==> src/rtl/word_scatter8_if.sv <==
// Handshake bundle for the 8-lane scatter unit: input word stream, frame output, control.
// No latency of its own; pure wiring between producer/consumer and the block.
// in_valid/in_ready on the word side; out_valid/out_ready on the frame side.
interface word_scatter8_if #(
    parameter int WIDTH = 8
);
    logic             clear;
    logic [WIDTH-1:0] in_data;
    logic             in_valid;
    logic             in_ready;
    logic [WIDTH-1:0] a;
    logic [WIDTH-1:0] b;
    logic [WIDTH-1:0] c;
    logic [WIDTH-1:0] d;
    logic [WIDTH-1:0] e;
    logic [WIDTH-1:0] f;
    logic [WIDTH-1:0] g;
    logic [WIDTH-1:0] h;
    logic             out_valid;
    logic             out_ready;
    logic             q;
    logic [3:0]       fill_cnt;

    // Producer/consumer side: drives words, clear and frame acceptance.
    modport master (
        output clear, in_data, in_valid, out_ready,
        input  in_ready, a, b, c, d, e, f, g, h, out_valid, q, fill_cnt
    );

    // Block side.
    modport slave (
        input  clear, in_data, in_valid, out_ready,
        output in_ready, a, b, c, d, e, f, g, h, out_valid, q, fill_cnt
    );
endinterface

==> src/rtl/word_scatter8.sv <==
// Serial-to-parallel scatter: deposits 8 consecutive words into lanes a..h, presents the frame.
// Frame valid the cycle after the 8th accept; handoff costs one bubble cycle before the next word.
// in_ready low while a frame is held or clear is asserted; held frame waits for out_ready.
module word_scatter8 #(
    parameter int WIDTH = 8
) (
    input  logic           clk,
    input  logic           reset,
    word_scatter8_if.slave bus
);
    typedef enum logic [0:0] {
        FILL = 1'b0,
        HOLD = 1'b1
    } state_t;

    state_t           state;
    logic [2:0]       idx;
    logic [WIDTH-1:0] lane [8];
    logic [3:0]       fill_cnt_r;
    logic             out_valid_r;

    // Accept only while collecting; clear blocks the word presented alongside it.
    assign bus.in_ready  = (state == FILL) && !bus.clear;

    assign bus.a         = lane[0];
    assign bus.b         = lane[1];
    assign bus.c         = lane[2];
    assign bus.d         = lane[3];
    assign bus.e         = lane[4];
    assign bus.f         = lane[5];
    assign bus.g         = lane[6];
    assign bus.h         = lane[7];
    assign bus.out_valid = out_valid_r;
    assign bus.fill_cnt  = fill_cnt_r;

    // All-ones flag is only meaningful for a presented frame; stale lanes never raise it.
    assign bus.q = (&{lane[7], lane[6], lane[5], lane[4],
                      lane[3], lane[2], lane[1], lane[0]}) & out_valid_r;

    // Fill/hold sequencer; clear outranks both handshakes but leaves lane contents alone.
    always_ff @(posedge clk or posedge reset) begin
        if (reset) begin
            state       <= FILL;
            idx         <= 3'd0;
            fill_cnt_r  <= 4'd0;
            out_valid_r <= 1'b0;
            for (int i = 0; i < 8; i++) begin
                lane[i] <= '0;
            end
        end else if (bus.clear) begin
            state       <= FILL;
            idx         <= 3'd0;
            fill_cnt_r  <= 4'd0;
            out_valid_r <= 1'b0;
        end else begin
            case (state)
                FILL: begin
                    if (bus.in_valid) begin
                        lane[idx]  <= bus.in_data;
                        idx        <= idx + 3'd1;
                        fill_cnt_r <= fill_cnt_r + 4'd1;
                        if (idx == 3'd7) begin
                            state       <= HOLD;
                            out_valid_r <= 1'b1;
                        end
                    end
                end
                HOLD: begin
                    if (bus.out_ready) begin
                        state       <= FILL;
                        idx         <= 3'd0;
                        fill_cnt_r  <= 4'd0;
                        out_valid_r <= 1'b0;
                    end
                end
                default: begin
                    state <= FILL;
                end
            endcase
        end
    end
endmodule

==> src/flat_wrapper.sv <==
// flat-port wrapper written by rule: the top's interface ports become plain ports
module word_scatter8_flat 
#(
    parameter int WIDTH = 8
)
  (clk, reset, bus_clear, bus_in_data, bus_in_valid, bus_out_ready, bus_in_ready, bus_a, bus_b, bus_c, bus_d, bus_e, bus_f, bus_g, bus_h, bus_out_valid, bus_q, bus_fill_cnt);
  word_scatter8_if #(.WIDTH(WIDTH)) bus_i ();
  input  logic clk;
  input  logic reset;
  input wire logic [$bits(bus_i.clear)-1:0] bus_clear;
  input wire logic [$bits(bus_i.in_data)-1:0] bus_in_data;
  input wire logic [$bits(bus_i.in_valid)-1:0] bus_in_valid;
  input wire logic [$bits(bus_i.out_ready)-1:0] bus_out_ready;
  output wire logic [$bits(bus_i.in_ready)-1:0] bus_in_ready;
  output wire logic [$bits(bus_i.a)-1:0] bus_a;
  output wire logic [$bits(bus_i.b)-1:0] bus_b;
  output wire logic [$bits(bus_i.c)-1:0] bus_c;
  output wire logic [$bits(bus_i.d)-1:0] bus_d;
  output wire logic [$bits(bus_i.e)-1:0] bus_e;
  output wire logic [$bits(bus_i.f)-1:0] bus_f;
  output wire logic [$bits(bus_i.g)-1:0] bus_g;
  output wire logic [$bits(bus_i.h)-1:0] bus_h;
  output wire logic [$bits(bus_i.out_valid)-1:0] bus_out_valid;
  output wire logic [$bits(bus_i.q)-1:0] bus_q;
  output wire logic [$bits(bus_i.fill_cnt)-1:0] bus_fill_cnt;
  assign bus_i.clear = bus_clear;
  assign bus_i.in_data = bus_in_data;
  assign bus_i.in_valid = bus_in_valid;
  assign bus_i.out_ready = bus_out_ready;
  assign bus_in_ready = bus_i.in_ready;
  assign bus_a = bus_i.a;
  assign bus_b = bus_i.b;
  assign bus_c = bus_i.c;
  assign bus_d = bus_i.d;
  assign bus_e = bus_i.e;
  assign bus_f = bus_i.f;
  assign bus_g = bus_i.g;
  assign bus_h = bus_i.h;
  assign bus_out_valid = bus_i.out_valid;
  assign bus_q = bus_i.q;
  assign bus_fill_cnt = bus_i.fill_cnt;
  word_scatter8 #(.WIDTH(WIDTH)) u_core (.clk(clk), .reset(reset), .bus(bus_i));
endmodule
==> config.mk <==
export PLATFORM = sky130hd
export DESIGN_NAME = word_scatter8_flat
export DESIGN_NICKNAME = d
export VERILOG_FILES = /design/src/rtl/word_scatter8_if.sv /design/src/rtl/word_scatter8.sv /design/src/flat_wrapper.sv
export SDC_FILE = /design/constraint.sdc
export NUM_CORES = 1
export LEC_CHECK = 0
export ABC_CLOCK_PERIOD_IN_PS = 2310
export BUFFER_PORTS_ARGS = -buffer_cell sky130_fd_sc_hd__buf_2
export CAP_MARGIN = 30
export CORE_MARGIN = 1.5
export CORE_UTILIZATION = 40
export DETAILED_ROUTE_END_ITERATION = 16
export GPL_TIMING_DRIVEN = 0
export PLACE_DENSITY = 0.75
export SLEW_MARGIN = 20
export SYNTH_ARGS = -nofsm -noshare
export SYNTH_HDL_FRONTEND = slang
export SYNTH_SLANG_ARGS = --single-unit
==> constraint.sdc <==
create_clock -name clk -period 2.31 [get_ports clk]
set_input_delay 0.5775 -clock clk [delete_from_list [all_inputs] [get_ports clk]]
set_output_delay 0.5775 -clock clk [all_outputs]
set_load 0.01 [all_outputs]
==> parameters.txt <==
Parameter                              Value

Clock tree
  Clock Latency Late Sink ... around 0.34 ns
  Total of hold buffers inserted after clock tree synthesis ... 0
  CTS sink count ... between 70 and 80
  Clock transition at the registers of the reported paths ... 0.07 ns
  Buffer levels on the longest clock path ... 2
  Clock tree from TritonCTS ... yes
  TritonCTS buffer count ... 9
  H-tree level count ... 3
  Root buffer cell ... clkbuf_8

Synth
  Cell type contributing the most total cell area after synthesis ... dfrtp_1
  Avg Cell Area, Syn ... 14.2 um2
  Most used standard cells in the synthesized netlist ... dfrtp_1 (73), mux2_2 (64), nand4_1 (17)
  Synthesized area ... 3050 um2
  Mux cell area share after synthesis ... approximately a quarter
  Async SR Flop Fraction ... 100%
  Portion of synthesized cell area occupied by the leading cell type ... 60.0%
  Synthesis warning total ... 0
  Most frequent cell after synthesis ... dfrtp_1
  Fraction of the mapped netlist area in compound gates ... 1.89%
  Post-synth net total ... between 200 and 250
  Main combinational cell family by area after synthesis ... multiplexers
  Cells after synthesis ... between 200 and 250
  Register area share after synthesis ... between 50 and 60%
  Synth area leaders ... dfrtp_1 (60%), mux2_2 (24%), nand4_1 (3.5%)
  Distinct cell type count of the synthesized netlist ... 29
  Number of enable flip-flop cells after synthesis ... 0
  Adder-Cell Fraction of Synth Area ... under 10%
  Yosys reg bits ... 73
  Post-synthesis share of cell area spent on and, or, nand and nor gates ... between 10% and 20%
  Dominant synthesized flop cell ... dfrtp_1
  Xor/xnor cell area share of the yosys netlist ... less than 1%

Min path
  Hold WC Path Type ... in2async

Placement
  Setup slack at placement ... 0.252 ns
  Dpl hpwl ... about 5300 um
  Final weighted congestion in routability-driven placement ... approximately 0.78
  PortBufs ... 83
  Total cell area at the placement stage ... about 3600 um2

Floorplan
  Initial core utilization ... 41.8%
  Floorplan die height ... between 90 and 100 um
  Top-Level Pins ... 84
  Core Region ... about 7300 um2
  Floorplan die area ... around 8100 um2
  Width of the die ... about 90 um
  Site Rows ... 31

Worst setup path
  CP Launch Type ... flop
  Path type of the worst setup path ... reg2out
  Slowest cell delay on critical path ... around 0.38 ns
  Worst Path Max Fanout ... 3
  CP cell instances ... nand4_1, nor4_4, nand4_1, nor4_2, buf_2
  Arrival time of data at the critical path endpoint ... between 1.5 and 2 ns
  Critical path data required time ... between 1.5 and 2 ns
  Most frequent cell on the critical path ... nand4_1
  Crit end category ... primary output
  Setup slack of the most critical reg-to-reg path ... 0.56 ns
  Slowest stage cell on the critical path ... dfrtp_1
  Worst reg-to-reg path cell count ... 5

Global route
  Grt total ovfl ... 0
  Wire length of the first global-routing pass ... 12,200 um
  Via count of the first global-routing pass ... about 2,200
  Antenna violations before repair ... 0
  Maximum number of pins on one net before global-route repair ... 32
  Overall fraction of global-route tracks in use ... 19.7%

Detailed routing
  DRC Markers ... 0
  Number of DRC markers after the initial detailed-route iteration ... approximately 100
  Count of nets left with antenna violations after detail routing ... 0
  Vias post-DR ... between 2,000 and 2,500
  Wire per inst ... around 18 um
  First-pass iteration count of the detailed router ... 4
  Average via count per standard cell ... about 5
  Post-Route WL ... about 7500 um

Run
  Max capacitance violation total ... 0

STA
  Upper clock frequency limit ... 431 MHz
  Worst-case headroom to the max-slew limit ... 64.8%
  Period utilisation layout ... 100%
  Unrepaired setup endpoints after global routing ... true
  Time the final worst path needs with I/O delays and setup ... 2.32 ns
  Final number of setup-violating endpoints ... 1
  Fin Clk Skew ... about 0.0079 ns
  Pin slew with the least headroom to its limit ... about 0.52 ns
  Final hold violation count ... 0
  Max Slew Vio Count ... 0
  Final setup slack of the worst path ... -0.0100 ns

Power and ir drop
  Power density over cell area ... a little over 800 nW/um2
  Peak ir drop on the vdd network ... around 0.34 mV
  Relative contribution of sequential cells to total power ... between 40% and 50%
  P_leak ... between 2 and 2.5 nW
  Psw ... between 0.8 and 0.9 mW
  Internal portion of total power ... roughly 2.3 mW
  Logic gate share of total power ... ~16%
  Switching part of the total power ... 27.2%
  Share of total power in the clock network ... a little over a third

Outcome
  Violations in the final reports ... negative setup slack
  Run status ... finished, violations left

Layout
  Final instance area ... a little under 4000 um2
  Fraction of final layout cells sized beyond drive strength 1 ... about three fifths
  Area Overhead vs Synth ... 28.5%
  Layout Nets ... 330
  Footprint of the multi-input gates ... 1210 um2
  Antenna fix cells ... 0
  Final-layout fill cell count ... between 600 and 700
  Combined flip-flop and latch cell area ... around 1800 um2
[layout by cell type, fill, tap and decap left out, types with 2 or more instances in the layout]
cell type,count
nor2b_1,2
buf_2,88
nor2_2,2
nand4_1,17
a21oi_1,3
mux2i_1,2
mux2_2,64
clkbuf_8,10
a22oi_1,3
bufinv_16,2
buf_4,5
buf_12,2
dfrtp_1,73
ha_1,3
nor2_1,9
clkinvlp_4,2
nand3_1,3
nand2_1,8
nor4_2,2
[sequential cells by signal (all words and copies together), names as in the netlist, 3 cells and up]
signal,count
u_core.bus.h,8
u_core.bus.d,8
u_core.bus.c,8
u_core.idx,3
u_core.bus.g,8
u_core.bus.e,8
u_core.bus.a,8
u_core.bus.b,8
u_core.bus.f,8
u_core.bus.fill_cnt,4
[routing by layer]
metal	vias up	wire [um]	track usage, %
met1	1074	3340	26.5
met4	0	192	8.99
met5	-	0	0
met2	70	3560	31.1
met3	14	357	3.62
li1	987	-	-
[cell type report]
class                           instances  share of cell area (%)
Sequential cell                        73                    46.7
Inverter                                2                   0.288
Clock buffer                           10                    3.52
Tap cell                               99                    3.16
Buffer                                  6                   0.831
Multi-Input combinational cell        133                    30.8
Clock inverter                          6                    2.30
Timing Repair Buffer                   89                    12.4
[path summary, 6_finish.rpt]
| path | from | endpoint |
|---|---|---|
| hold reg to reg | u_core.bus.a[1] | u_core.bus.a[1] |
| setup / recovery | u_core.bus.out_valid | bus_q |
| min in group clk | bus_out_ready | u_core.bus.out_valid |
| max in group asynchronous | reset | u_core.bus.d[3] |
| hold / removal | reset | u_core.bus.fill_cnt[3] |
| setup reg to reg | u_core.state | u_core.bus.h[3] |
[metrics by stage]
stage | setup TNS (ns) | utilization [%] | power, mW | hold slack (ns) | cells
finish | -0.0100 | 53.7 | 3.21 | 0.237 | 418
global placement | 0 | 49.2 | 2.07 | 0.505 | 396
detailed placement | 0 | 49.8 | 2.09 | 0.517 | 398
CTS | -0.0354 | 53.5 | 3.23 | 0.236 | 417
global route | -0.155 | 53.7 | 3.36 | 0.259 | 418
floorplan | 0 | - | 1.83 | 0.567 | 214
[critical path, delay by kind of cell, from the launching register on]
family	cells	cell delay (ns)
buffers and inverters	1	0.16
and+or+nand+nor	4	0.86
DFF	1	0.38
[cells by family after synthesis]
group | after synthesis
xor gates and xnor gates | 1
DFF | 73
adders and majority gates | 3
buffers and inverters | 8
and+or+nand+nor | 54
muxes | 66
AOI/OAI and AO/OA | 9
[timing repair]
| item | 4_1_cts | 5_1_grt |
|---|---|---|
| gates resized for setup | 3 | 1 |
| endpoints found under the setup margin | 1 | 1 |
| pin swaps | 3 | 3 |
| buffers inserted | 3 | 1 |
[power by group through the flow]
stage / sequential [mW] / combinational (mW) / clock, mW
2_1_floorplan: 1.64 / 0.192 / 0
3_3_place_gp: 1.57 / 0.493 / 0
3_5_place_dp: 1.58 / 0.511 / 0
4_1_cts: 1.55 / 0.530 / 1.15
5_1_grt: 1.58 / 0.574 / 1.20
6_report: 1.56 / 0.527 / 1.13
Note: power is estimated with default switching activity, not from simulation.
